<file path="config.mk">
export PLATFORM = sky130hd
export DESIGN_NAME = dm_cache_axi_master
export DESIGN_NICKNAME = d
export VERILOG_FILES = /design/src/rtl/kuuga_cache_pkg.sv /design/src/rtl/dm_cache_line_buf.sv /design/src/rtl/dm_cache_axi_master.sv
export SDC_FILE = /design/constraint.sdc
export NUM_CORES = 1
export LEC_CHECK = 0
export CAP_MARGIN = 40
export CELL_PAD_IN_SITES_DETAIL_PLACEMENT = 0
export CELL_PAD_IN_SITES_GLOBAL_PLACEMENT = 1
export CORE_AREA = 2 2 191 193
export DETAILED_ROUTE_END_ITERATION = 6
export DIE_AREA = 0 0 193 195
export DONT_BUFFER_PORTS = 1
export PLACE_DENSITY = 0.62
export RECOVER_POWER = 25
export SLEW_MARGIN = 20
export SYNTH_ARGS = -nofsm -noshare
export SYNTH_HDL_FRONTEND = slang
export SYNTH_SLANG_ARGS = --single-unit
</file>
<file path="constraint.sdc">
create_clock -name clk -period 7.3 [get_ports clk]
set_clock_uncertainty 0.2 [all_clocks]
set_input_delay 1.46 -clock clk [delete_from_list [all_inputs] [get_ports clk]]
set_output_delay 1.46 -clock clk [all_outputs]
set_load 0.05 [all_outputs]
</file>
<file path="src/rtl/kuuga_cache_pkg.sv">
// Shared AXI encodings and controller state type for the direct-mapped
// cache's memory-side master.
package kuuga_cache_pkg;

    typedef enum logic [1:0] {
        AXI_BURST_FIXED = 2'b00,
        AXI_BURST_INCR  = 2'b01,
        AXI_BURST_WRAP  = 2'b10
    } axi_burst_e;

    typedef enum logic [1:0] {
        AXI_RESP_OKAY   = 2'b00,
        AXI_RESP_EXOKAY = 2'b01,
        AXI_RESP_SLVERR = 2'b10,
        AXI_RESP_DECERR = 2'b11
    } axi_resp_e;

    localparam logic [2:0] AXI_SIZE_4B = 3'b010;

    typedef enum logic [2:0] {
        ST_IDLE,
        ST_RD_ADDR,
        ST_RD_DATA,
        ST_WR_BURST,
        ST_WR_RESP,
        ST_DONE
    } dm_axi_state_e;

endpackage

</file>
<file path="src/rtl/dm_cache_line_buf.sv">
// One cache line of 32-bit words: assembled beat by beat on fills,
// loaded whole and read out beat by beat on writebacks.
module dm_cache_line_buf #(
    parameter int LINE_WORDS = 4,
    localparam int IDX_W = $clog2(LINE_WORDS)
) (
    input  logic                      clk,
    input  logic                      load_en,
    input  logic [32*LINE_WORDS-1:0]  load_line,
    input  logic                      wr_en,
    input  logic [IDX_W-1:0]          idx,
    input  logic [31:0]               wr_word,
    output logic [31:0]               rd_word,
    output logic [32*LINE_WORDS-1:0]  line
);

    logic [31:0] words [LINE_WORDS];

    // NOTE: line storage has no reset; every word is written before it is used.
    always_ff @(posedge clk) begin
        if (load_en) begin
            for (int i = 0; i < LINE_WORDS; i++) begin
                words[i] <= load_line[32*i +: 32];
            end
        end else if (wr_en) begin
            words[idx] <= wr_word;
        end
    end

    assign rd_word = words[idx];

    always_comb begin
        for (int i = 0; i < LINE_WORDS; i++) begin
            line[32*i +: 32] = words[i];
        end
    end

endmodule

</file>
<file path="src/rtl/dm_cache_axi_master.sv">
// AXI4 master for the direct-mapped cache: one line fill or one dirty-line
// writeback per request, issued as a single INCR burst.
module dm_cache_axi_master
    import kuuga_cache_pkg::*;
#(
    parameter int LINE_WORDS = 4,
    parameter int ADDR_WIDTH = 32,
    parameter int AXI_ID     = 0
) (
    input  logic                      clk,
    input  logic                      rst,
    input  logic                      req_valid,
    output logic                      req_ready,
    input  logic                      req_write,
    input  logic [ADDR_WIDTH-1:0]     req_addr,
    input  logic [32*LINE_WORDS-1:0]  req_wdata,
    output logic                      resp_valid,
    output logic [32*LINE_WORDS-1:0]  resp_rdata,
    output logic                      resp_error,
    output logic [3:0]                m_axi_arid,
    output logic [ADDR_WIDTH-1:0]     m_axi_araddr,
    output logic [7:0]                m_axi_arlen,
    output logic [2:0]                m_axi_arsize,
    output logic [1:0]                m_axi_arburst,
    output logic                      m_axi_arvalid,
    input  logic                      m_axi_arready,
    input  logic [3:0]                m_axi_rid,
    input  logic [31:0]               m_axi_rdata,
    input  logic [1:0]                m_axi_rresp,
    input  logic                      m_axi_rlast,
    input  logic                      m_axi_rvalid,
    output logic                      m_axi_rready,
    output logic [3:0]                m_axi_awid,
    output logic [ADDR_WIDTH-1:0]     m_axi_awaddr,
    output logic [7:0]                m_axi_awlen,
    output logic [2:0]                m_axi_awsize,
    output logic [1:0]                m_axi_awburst,
    output logic                      m_axi_awvalid,
    input  logic                      m_axi_awready,
    output logic [31:0]               m_axi_wdata,
    output logic [3:0]                m_axi_wstrb,
    output logic                      m_axi_wlast,
    output logic                      m_axi_wvalid,
    input  logic                      m_axi_wready,
    input  logic [3:0]                m_axi_bid,
    input  logic [1:0]                m_axi_bresp,
    input  logic                      m_axi_bvalid,
    output logic                      m_axi_bready
);

    localparam int IDX_W = $clog2(LINE_WORDS);
    localparam int OFF_W = $clog2(LINE_WORDS * 4);
    localparam logic [IDX_W-1:0] LAST_BEAT = IDX_W'(LINE_WORDS - 1);

    dm_axi_state_e state_q, state_d;

    logic [ADDR_WIDTH-1:0]     addr_q;
    logic [IDX_W-1:0]          beat_q;
    logic                      err_q;
    logic                      aw_done_q;
    logic                      w_done_q;
    logic                      idle_q;
    logic [32*LINE_WORDS-1:0]  rdata_q;
    logic [32*LINE_WORDS-1:0]  buf_line;
    logic [32*LINE_WORDS-1:0]  fill_line;
    logic [31:0]               buf_rd_word;

    logic accept, last_beat, r_hs, aw_hs, w_hs, b_hs, aw_fin, w_fin;
    logic unused_ok;

    // Handshakes are decoded from state so they never loop through the outputs.
    assign accept    = req_valid & idle_q;
    assign last_beat = (beat_q == LAST_BEAT);
    assign r_hs      = (state_q == ST_RD_DATA)  & m_axi_rvalid;
    assign aw_hs     = (state_q == ST_WR_BURST) & ~aw_done_q & m_axi_awready;
    assign w_hs      = (state_q == ST_WR_BURST) & ~w_done_q  & m_axi_wready;
    assign b_hs      = (state_q == ST_WR_RESP)  & m_axi_bvalid;
    assign aw_fin    = aw_done_q | aw_hs;
    assign w_fin     = w_done_q  | (w_hs & last_beat);

    assign unused_ok = ^{m_axi_rid, m_axi_bid, req_addr[OFF_W-1:0]};

    dm_cache_line_buf #(.LINE_WORDS(LINE_WORDS)) u_line_buf (
        .clk       (clk),
        .load_en   (accept & req_write),
        .load_line (req_wdata),
        .wr_en     (r_hs),
        .idx       (beat_q),
        .wr_word   (m_axi_rdata),
        .rd_word   (buf_rd_word),
        .line      (buf_line)
    );

    // The final beat is merged straight from the bus so the line is complete in DONE.
    always_comb begin
        fill_line = buf_line;
        fill_line[32*(LINE_WORDS-1) +: 32] = m_axi_rdata;
    end

    // NOTE: sequential state uses non-blocking assignments only.
    always_ff @(posedge clk or posedge rst) begin
        if (rst) state_q <= ST_IDLE;
        else     state_q <= state_d;
    end

    // NOTE: every output of this block gets a default first, so no latches form.
    always_comb begin
        state_d       = state_q;
        m_axi_arvalid = 1'b0;
        m_axi_rready  = 1'b0;
        m_axi_awvalid = 1'b0;
        m_axi_wvalid  = 1'b0;
        m_axi_bready  = 1'b0;
        resp_valid    = 1'b0;
        unique case (state_q)
            ST_IDLE: begin
                if (accept) state_d = req_write ? ST_WR_BURST : ST_RD_ADDR;
            end
            ST_RD_ADDR: begin
                m_axi_arvalid = 1'b1;
                if (m_axi_arready) state_d = ST_RD_DATA;
            end
            ST_RD_DATA: begin
                m_axi_rready = 1'b1;
                if (m_axi_rvalid && last_beat) state_d = ST_DONE;
            end
            ST_WR_BURST: begin
                m_axi_awvalid = ~aw_done_q;
                m_axi_wvalid  = ~w_done_q;
                if (aw_fin && w_fin) state_d = ST_WR_RESP;
            end
            ST_WR_RESP: begin
                m_axi_bready = 1'b1;
                if (m_axi_bvalid) state_d = ST_DONE;
            end
            ST_DONE: begin
                resp_valid = 1'b1;
                state_d    = ST_IDLE;
            end
            default: state_d = ST_IDLE;
        endcase
    end

    always_ff @(posedge clk or posedge rst) begin
        if (rst) begin
            idle_q    <= 1'b0;
            addr_q    <= '0;
            beat_q    <= '0;
            err_q     <= 1'b0;
            aw_done_q <= 1'b0;
            w_done_q  <= 1'b0;
            rdata_q   <= '0;
        end else begin
            idle_q <= (state_d == ST_IDLE);
            if (accept) begin
                addr_q    <= {req_addr[ADDR_WIDTH-1:OFF_W], {OFF_W{1'b0}}};
                beat_q    <= '0;
                err_q     <= 1'b0;
                aw_done_q <= 1'b0;
                w_done_q  <= 1'b0;
            end
            if (r_hs) begin
                beat_q <= beat_q + 1'b1;
                // A misplaced or missing RLAST is reported like a bad RRESP.
                if ((m_axi_rresp != AXI_RESP_OKAY) || (m_axi_rlast != last_beat)) err_q <= 1'b1;
                if (last_beat) rdata_q <= fill_line;
            end
            if (aw_hs) aw_done_q <= 1'b1;
            if (w_hs) begin
                beat_q <= beat_q + 1'b1;
                if (last_beat) w_done_q <= 1'b1;
            end
            if (b_hs && (m_axi_bresp != AXI_RESP_OKAY)) err_q <= 1'b1;
        end
    end

    assign req_ready  = idle_q;
    assign resp_rdata = rdata_q;
    assign resp_error = (state_q == ST_DONE) & err_q;

    assign m_axi_arid    = 4'(AXI_ID);
    assign m_axi_araddr  = addr_q;
    assign m_axi_arlen   = 8'(LINE_WORDS - 1);
    assign m_axi_arsize  = AXI_SIZE_4B;
    assign m_axi_arburst = AXI_BURST_INCR;

    assign m_axi_awid    = 4'(AXI_ID);
    assign m_axi_awaddr  = addr_q;
    assign m_axi_awlen   = 8'(LINE_WORDS - 1);
    assign m_axi_awsize  = AXI_SIZE_4B;
    assign m_axi_awburst = AXI_BURST_INCR;

    assign m_axi_wdata   = buf_rd_word;
    assign m_axi_wstrb   = 4'hF;
    assign m_axi_wlast   = last_beat;

endmodule

</file>
# --- Word level (Yosys, flattened, before mapping) ---
# Memory sizes are Yosys's and may differ from the RTL's. A register that Yosys moved wholly into a read port is not among the register bits.
# Index checks and enable logic that the tools add are counted.
totals:
  out_inout_bits: 271
  latch_bits: 0
  rom_bits: 0
  wordCells: 76
  in_bits: 214
  ramBits: 128
  register_bits: 165
  memories: 1
classes:
  n_mul: 0
  shift: 0
  addsub: 1
  n_lt_le_gt_ge: 0
  eq_ne: 7
  bitwise_logic: 14
  div_mod_pow: 0
  mux: 33
  n_reduce_logical: 12
memory_table:
  columns: ["memory", "words", "word_bits", "read_ports", "rd_clocked_by_memory_dff", "write_ports", "line", "source"]
  rows:
  - ["u_line_buf.words", 4, 32, 4, 3, 4, "dm_cache_line_buf.sv:17", "logic [31:0] words [LINE_WORDS];"]
ops:
  columns: ["operator", "count"]
  rows:
  - ["2-to-1 mux 32 bit", 1]
  - ["OR reduction 32 bit", 1]
  - ["2-to-1 mux 1 bit", 21]
  - ["2-to-1 mux 3 bit", 5]
  - ["one-hot mux 3 bit (5 select lines)", 1]
  - ["AND 1 bit", 10]
  - ["2-to-1 mux 2 bit", 5]
  - ["== test 3 x 2 -> 1 bit, second input constant", 2]
  - ["== test 3 bit, second input constant", 2]
  - ["logical NOT 3 bit", 2]
  - ["nonzero test 2 bit", 3]
  - ["== test 3 x 1 -> 1 bit, second input constant", 1]
  - ["logical AND 1 bit", 3]
  - ["nonzero test 3 bit", 1]
  - ["adder 2 x 1 -> 2 bit, second input constant", 1]
  - ["== test 2 bit, second input constant", 1]
  - ["inverter 1 bit", 2]
  - ["OR 1 bit", 2]
  - ["AND reduction 2 bit", 1]
  - ["logical OR 1 bit", 1]
  - ["inequality test 1 bit", 1]

# --- Depth between registers and ports, before layout ---
# Gate-level depths: netlist of run 1.
logic_depth:
  word_depth: 9
  mapped_depth: 7
  ltp_nobuf: 5

# --- Hierarchy ---
# Synthesis of run 1 repeated with hierarchy kept, for this count alone.
unflattened:
  hier_cells: 791
  hier_area_um2: 13609.3
by_module_without_submodules:
  columns: ["mod", "area_each_um2", "cells_per_inst", "n_inst", "seq_area_each_um2"]
  rows:
  - ["dm_cache_axi_master", 7327.0, 469, 1, 4129.0]
  - ["dm_cache_line_buf", 6282.3, 322, 1, 3843.7]

# --- Worst setup path after synthesis of run 1 ---
# OpenSTA, ideal clock, no wires.
synth_path:
  path_kind: "input to register"
  start: "in m_axi_rvalid"
  end: "mem u_line_buf.words[1][0] (enable)"
  path_stages: 4
  path_slack_ns: 2.584
  t_required_ns: 6.634
  setup_ns: 0.466
  arrival_ns: 4.051
  cell_sequence: "and2_1 -> buf_4 -> nand2_1 -> o21ai_0"
synth_rtl:
  columns: ["item", "line", "source"]
  rows:
  - ["start: declaration", "dm_cache_axi_master.sv:31", "input logic m_axi_rvalid,"]
  - ["end: declaration", "dm_cache_line_buf.sv:17", null]

# --- Worst setup path after layout of run 1 ---
layout_path:
  start: "reg beat_q[0]"
  end: "out m_axi_wdata[31]"
layout_via:
  elab_chain_len: 1
layout_rtl:
  columns: ["item", "line", "source"]
  rows:
  - ["start: declaration", "dm_cache_axi_master.sv:58", "logic [IDX_W-1:0] beat_q;"]
  - ["start signal: assignment", "dm_cache_axi_master.sv:163", "beat_q <= beat_q + 1'b1;"]
  - ["start signal: assignment", "dm_cache_axi_master.sv:170", "beat_q <= beat_q + 1'b1;"]
  - ["memory (4 x 32 bit)", null, null]
  - ["end: declaration", "dm_cache_axi_master.sv:40", "output logic [31:0] m_axi_wdata,"]
# No other way between the ends.

==> impl_metrics.toml, run 1 <==
[run_status]
outcome = "finished, violations left"
violations = "max-capacitance violations, max-slew violations"

[final_layout]
area_delta_synth_final_pct = 15.0
nets = 1039
drive_gt1_share_pct = 48.8
layout_common_cells = "mux2_2, dfrtp_1, edfxtp_1"
final_common_cell = "mux2_2"

[clocking]
hold_buffers = 0
cts_resized = 0
clkTransAtPathRegs_ns = 0.06
cts_tree = "done"
numCtsBuffers = 31
htreeDepth = 1
clockBufferDepth = 3
cts-root-buf = "clkbuf_16"
clock_sinks = 293
clk_latency_ns = 0.56
post_cts_buffers = 0

[yosys]
yosysWarnings = 0
yosysUniqueCellTypes = 41
ys_seq_area_share_pct = 60.1
synth_top_area_share_pct = 31.1
yosysTopAreaCell = "dfrtp_1"
synth_area_um2 = 13300
ys_ff_latch = 293
netlist_instances = 792
syn_avg_cell_area_um2 = 16.8
synth_area_leaders = "dfrtp_1, edfxtp_1, mux2_2"

[sta]
slew_headroom_pct = -26.8
tightest_slew_ns = 1.89
setup_viol_count_final = 0
rsz0062_at_grt = "false"
min_period_ns = 4.00
max_freq_mhz = 250
hold_ws_ns = 0.301
finalCritPeriodShare_pct = 54.8
maxSlewViolCount = 47
fin_setup_tns_ns = 0
hold_viol = 0

[global_route]
gr-total-overflow = 0
antenna_found_initial = 4
globalRouteTotalUtil_pct = 18.7
grt_max_degree = 95
first_global_vias = 7633
grt_pass1_wl_mm = 52.1

[die]
rows = 69
ioPinCount = 485
die_h_um = 195
dieArea_um2 = 37600
core_um2 = 35400
fp.dieW_um = 193
initial_core_util_pct = 37.5

[detailed_routing]
detail_route.wl_per_cell_um = 27.6
via_per_inst = 5.18
drc = 0
drtIter0Drc = 229
vias = 6807
ant_nets = 0
routed_wl_mm = 36.2
first_pass_iters = 4

[place]
port_buffers = 0
gp_congestion = 0.792
post-dp-hpwl_mm = 25.0

[critical_path]
path_class = "register to output port"
crit_path_max_fanout = 40
arrival_ns = 2.34
critical_path_required_ns = 5.64
critPathLaunchType = "register"
endpoint_kind = "output port"

[hold_path]
holdCritPathClass = "register to register"

[power]
powerDensity_nw_per_um2 = 552
peakVddDrop_mv = 0.383
p_leak_nw = 6.15

[job]
drv_cap = 2
[cells in the mapped netlist, drive strengths merged]
| library cell | instances |
|---|---|
| a2111oi | 1 |
| a21o | 2 |
| a21oi | 2 |
| a222oi | 1 |
| a31o | 1 |
| a32oi | 1 |
| and2 | 2 |
| and3 | 2 |
| and3b | 1 |
| buf | 113 |
| clkbuf | 2 |
| conb | 2 |
| dfrtp | 165 |
| edfxtp | 128 |
| ha | 1 |
| inv | 4 |
| mux2 | 284 |
| mux2i | 2 |
| mux4 | 32 |
| nand2 | 13 |
| nand2b | 2 |
| nand3 | 3 |
| nand3b | 1 |
| nand4b | 1 |
| nand4bb | 1 |
| nor2 | 8 |
| nor2b | 3 |
| nor3 | 2 |
| nor3b | 1 |
| nor4 | 1 |
| o211ai | 3 |
| o21ai | 3 |
| o221ai | 1 |
| o31ai | 2 |
| xor2 | 1 |
[final timing paths]
path | cells past startpoint | slack (ns) | startpoint | endpoint
max in group asynchronous | 3 | 4.10 | rst | resp_rdata[32]$_DFFE_PP0P_
worst min register to register | 1 | 0.30 | u_line_buf.words[0][21]$_DFFE_PP_ | resp_rdata[21]$_DFFE_PP0P_
worst min-delay path | 1 | 0.30 | u_line_buf.words[0][21]$_DFFE_PP_ | resp_rdata[21]$_DFFE_PP0P_
worst max register to register | 7 | 3.44 | beat_q[1]$_DFFE_PP0P_ | resp_rdata[92]$_DFFE_PP0P_
worst max-delay path | 2 | 3.30 | beat_q[0]$_DFFE_PP0P_ | m_axi_wdata[31]
min in group asynchronous | 1 | 1.04 | rst | req_ready$_DFF_PP0_
[final cells by class]
type / count / area, um^2
Multi-Input combinational cell: 424 / 4640
Fill cell: 3133 / 20100
Antenna cell: 3 / 7.51
Clock buffer: 36 / 845
Tap cell: 461 / 577
Timing Repair Buffer: 70 / 935
Inverter: 4 / 16.3
Sequential cell: 293 / 7980
Clock inverter: 22 / 270
[sequential cells by signal (all words and copies together), names as in the netlist]
| register | flops |
|---|---|
| err_q | 1 |
| req_ready | 1 |
| beat_q | 2 |
| m_axi_araddr | 28 |
| u_line_buf.words | 128 |
| aw_done_q | 1 |
| state_q | 3 |
| resp_rdata | 128 |
| w_done_q | 1 |
[logic make-up (layout without fill, tap and decap cells)]
kind of cell | count (synthesis) | in the layout | share of synthesized area (%)
AOI/OAI and AO/OA | 17 | 17 | 0.924
other | 2 | 49 | 0.0566
xor gates and xnor gates | 1 | 1 | 0.0660
adders and majority gates | 1 | 1 | 0.0943
muxes | 318 | 318 | 30.5
DFF | 293 | 293 | 60.1
and+or+nand+nor | 41 | 41 | 1.99
buffers and inverters | 119 | 132 | 6.28
[power breakdown]
group	switching [mW]	total, mW	internal, mW
Combinational	1.64	2.71	1.07
Sequential	1.71	4.01	2.30
Clock	0.672	1.71	1.04
Total	4.03	8.43	4.40
[stage by stage]
stage               utilization [%]  instances  setup slack, ns  power (mW)  cell area [um^2]
floorplan                         -        836             1.18        5.95             13400
global placement               37.8       1195             2.92        6.27             13400
detailed placement             39.6       1237             3.36        6.70             14000
CTS                            42.7       1295             3.24        8.42             15100
global route                   43.1       1312             3.23        8.73             15300
finish                         43.1       1313             3.30        8.43             15300
[critical path, stage by stage, from the launching register on]
cell and delay (ns):
dfrtp_2 0.35, buf_4 0.63, mux4_2 0.79
[routing by layer]
layer  global-route usage (%)  part of all wire [%]  vias to the layer above
met2                     33.7                    53                      311
met1                     21.2                    36                     3543
met4                     4.74                   2.2                        2
met3                     6.20                   9.2                       51
li1                         -                     -                     2900
met5                        0                 0.036                        -
No activity file was read; power rests on OpenSTA's default activity.
==> run 2: changes to the inputs <==
==> constraint.sdc (replaced) <==
create_clock -name clk -period 3.8 [get_ports clk]
set_clock_uncertainty 0.2 [all_clocks]
set_input_delay 0.76 -clock clk [delete_from_list [all_inputs] [get_ports clk]]
set_output_delay 0.76 -clock clk [all_outputs]
set_load 0.05 [all_outputs]
==> run 2 against run 1 <==
Effect of this change:
- power grew 93%
- largest power group unchanged
- critical path depth is 1 higher
- worst setup slack worse by 2.8 ns
- the run still ends with max-capacitance violations, max-slew violations left
- flip-flop and latch count is the same
==> impl_metrics.toml, run 2 (synthesis gave the netlist of run 1 again) <==
[global_route]
globalRouteTotalUtil_pct = 18.7
gr-total-overflow = 0
grt_max_degree = 166
grt_pass1_wl_mm = 52.0
antenna_found_initial = 6
first_global_vias = 7731

[detailed_routing]
ant_nets = 0
drtIter0Drc = 248
vias = 6912
wl_met3_mm = 2.97
via_per_inst = 5.20
routed_wl_mm = 36.0
met2_wirelength_mm = 18.8
wl_met1_mm = 13.1
routed.top_layer = "met4"
detail_route.wl_per_cell_um = 27.1
drc = 0
first_pass_iters = 4

[final_layout]
drive_gt1_share_pct = 48.7
final_common_cell = "mux2_2"
area_delta_synth_final_pct = 16.0
layout_common_cells = "mux2_2, dfrtp_1, edfxtp_1"
finalNonFillerCells = 1330
nets = 1052

[clocking]
numCtsBuffers = 34
cts_resized = 0
hold_buffers = 0
cts-root-buf = "clkbuf_16"
clkTransAtPathRegs_ns = 0.06
post_cts_buffers = 0
cts_tree = "done"
clk_latency_ns = 0.52
htreeDepth = 2
clock_sinks = 293
clockBufferDepth = 3

[place]
numPlacedInstances = 1250
gp_congestion = 0.805
post-dp-hpwl_mm = 24.8
port_buffers = 0

[sta]
max_freq_mhz = 301
fin_setup_tns_ns = 0
rsz0062_at_grt = "false"
setup_viol_count_final = 0
finalCritPeriodShare_pct = 87.5
min_period_ns = 3.32
slew_headroom_pct = -59.7
tightest_slew_ns = 2.40
hold_viol = 0
maxSlewViolCount = 166

[hold_path]
min_to = "resp_rdata[118]$_DFFE_PP0P_"
whs_path_depth = 1
min_from = "m_axi_rdata[22]"
holdCritPathClass = "primary input to register"

[die]
rows = 69
dieArea_um2 = 37600
ioPinCount = 485
die_h_um = 195
initial_core_util_pct = 37.5
core_um2 = 35400
fp.dieW_um = 193

[power]
peakVddDrop_mv = 0.753
power.share.clock_pct = 20.3
powerDensity_nw_per_um2 = 1060
p_comb_share_pct = 32.8
switching_power_mw = 7.74
p_sw_share_pct = 47.5
pwr-share-seq_pct = 47.0
p_leak_nw = 6.23
internal_power_mw = 8.55

[critical_path]
critical_path_required_ns = 3.71
critPathLaunchType = "register"
reg2reg_to = "u_line_buf.words[0][28]$_DFFE_PP_"
regToRegSetupSlack_ns = 0.48
path_class = "register to register"
r2r_cells = 3
arrival_ns = 3.24
endpoint_kind = "register"
r2r-start = "state_q[0]$_DFF_PP0_"
crit_path_max_fanout = 22

[job]
drv_cap = 1

[run_status]
outcome = "finished, violations left"
violations = "max-capacitance violations, max-slew violations"
run 2: final cells by class:
type | count | area, um^2
fill | 3142 | 20000
sequential | 293 | 7980
multi-input combinational | 424 | 4650
timing repair buffer | 80 | 1030
clock buffer | 45 | 976
tap | 461 | 577
clock inverter | 17 | 160
inverter | 4 | 16.3
antenna | 6 | 15.0
run 2: worst max-delay path, stage by stage, from the launching register on:
cell and delay, ns:
dfrtp_1 0.49, nand4bb_1 0.39, o31ai_1 0.58, dlymetal6s4s_1 1.24
run 2: power by group through the flow:
| stage | Combinational, mW | Clock (mW) | Sequential [mW] |
|---|---|---|---|
| after CTS | 5.06 | 3.40 | 7.87 |
| after floorplan | 3.81 | 0 | 7.61 |
| final | 5.34 | 3.30 | 7.65 |
| after global placement | 3.47 | 0 | 8.65 |
| after global routing | 5.59 | 3.53 | 7.79 |
| after detailed placement | 5.05 | 0 | 7.93 |
run 2: worst max-delay path by stage:
stage | start | endpoint | cells past startpoint
final | state_q[0]$_DFF_PP0_ | u_line_buf.words[0][28]$_DFFE_PP_ | 3
after global routing | rst | beat_q[1]$_DFFE_PP0P_ | 2
after CTS | beat_q[1]$_DFFE_PP0P_ | m_axi_wdata[21] | 2
after detailed placement | state_q[1]$_DFF_PP0_ | u_line_buf.words[1][10]$_DFFE_PP_ | 6
after global placement | state_q[1]$_DFF_PP0_ | u_line_buf.words[1][10]$_DFFE_PP_ | 5
after floorplan | state_q[0]$_DFF_PP0_ | u_line_buf.words[1][0]$_DFFE_PP_ | 6
run 2: per-layer routing:
layer | global-route usage, % | up-vias
li1 | - | 2932
met1 | 21.1 | 3622
met2 | 32.8 | 293
met3 | 6.24 | 65
met4 | 6.93 | 0
met5 | 0 | -
run 2: per-stage QoR:
stage | util, % | setup slack, ns | cell area, um^2 | hold WS (ns) | total power, mW
finish | 43.5 | 0.475 | 15400 | 0.190 | 16.3
global route | 43.5 | 0.252 | 15400 | 0.169 | 16.9
CTS | 43.2 | 0.528 | 15300 | 0.164 | 16.3
detailed placement | 40.0 | 0.970 | 14200 | 0.290 | 13.0
global placement | 38.2 | 0.814 | 13500 | 0.277 | 12.1
floorplan | - | 0.0660 | 13400 | 0.259 | 11.4
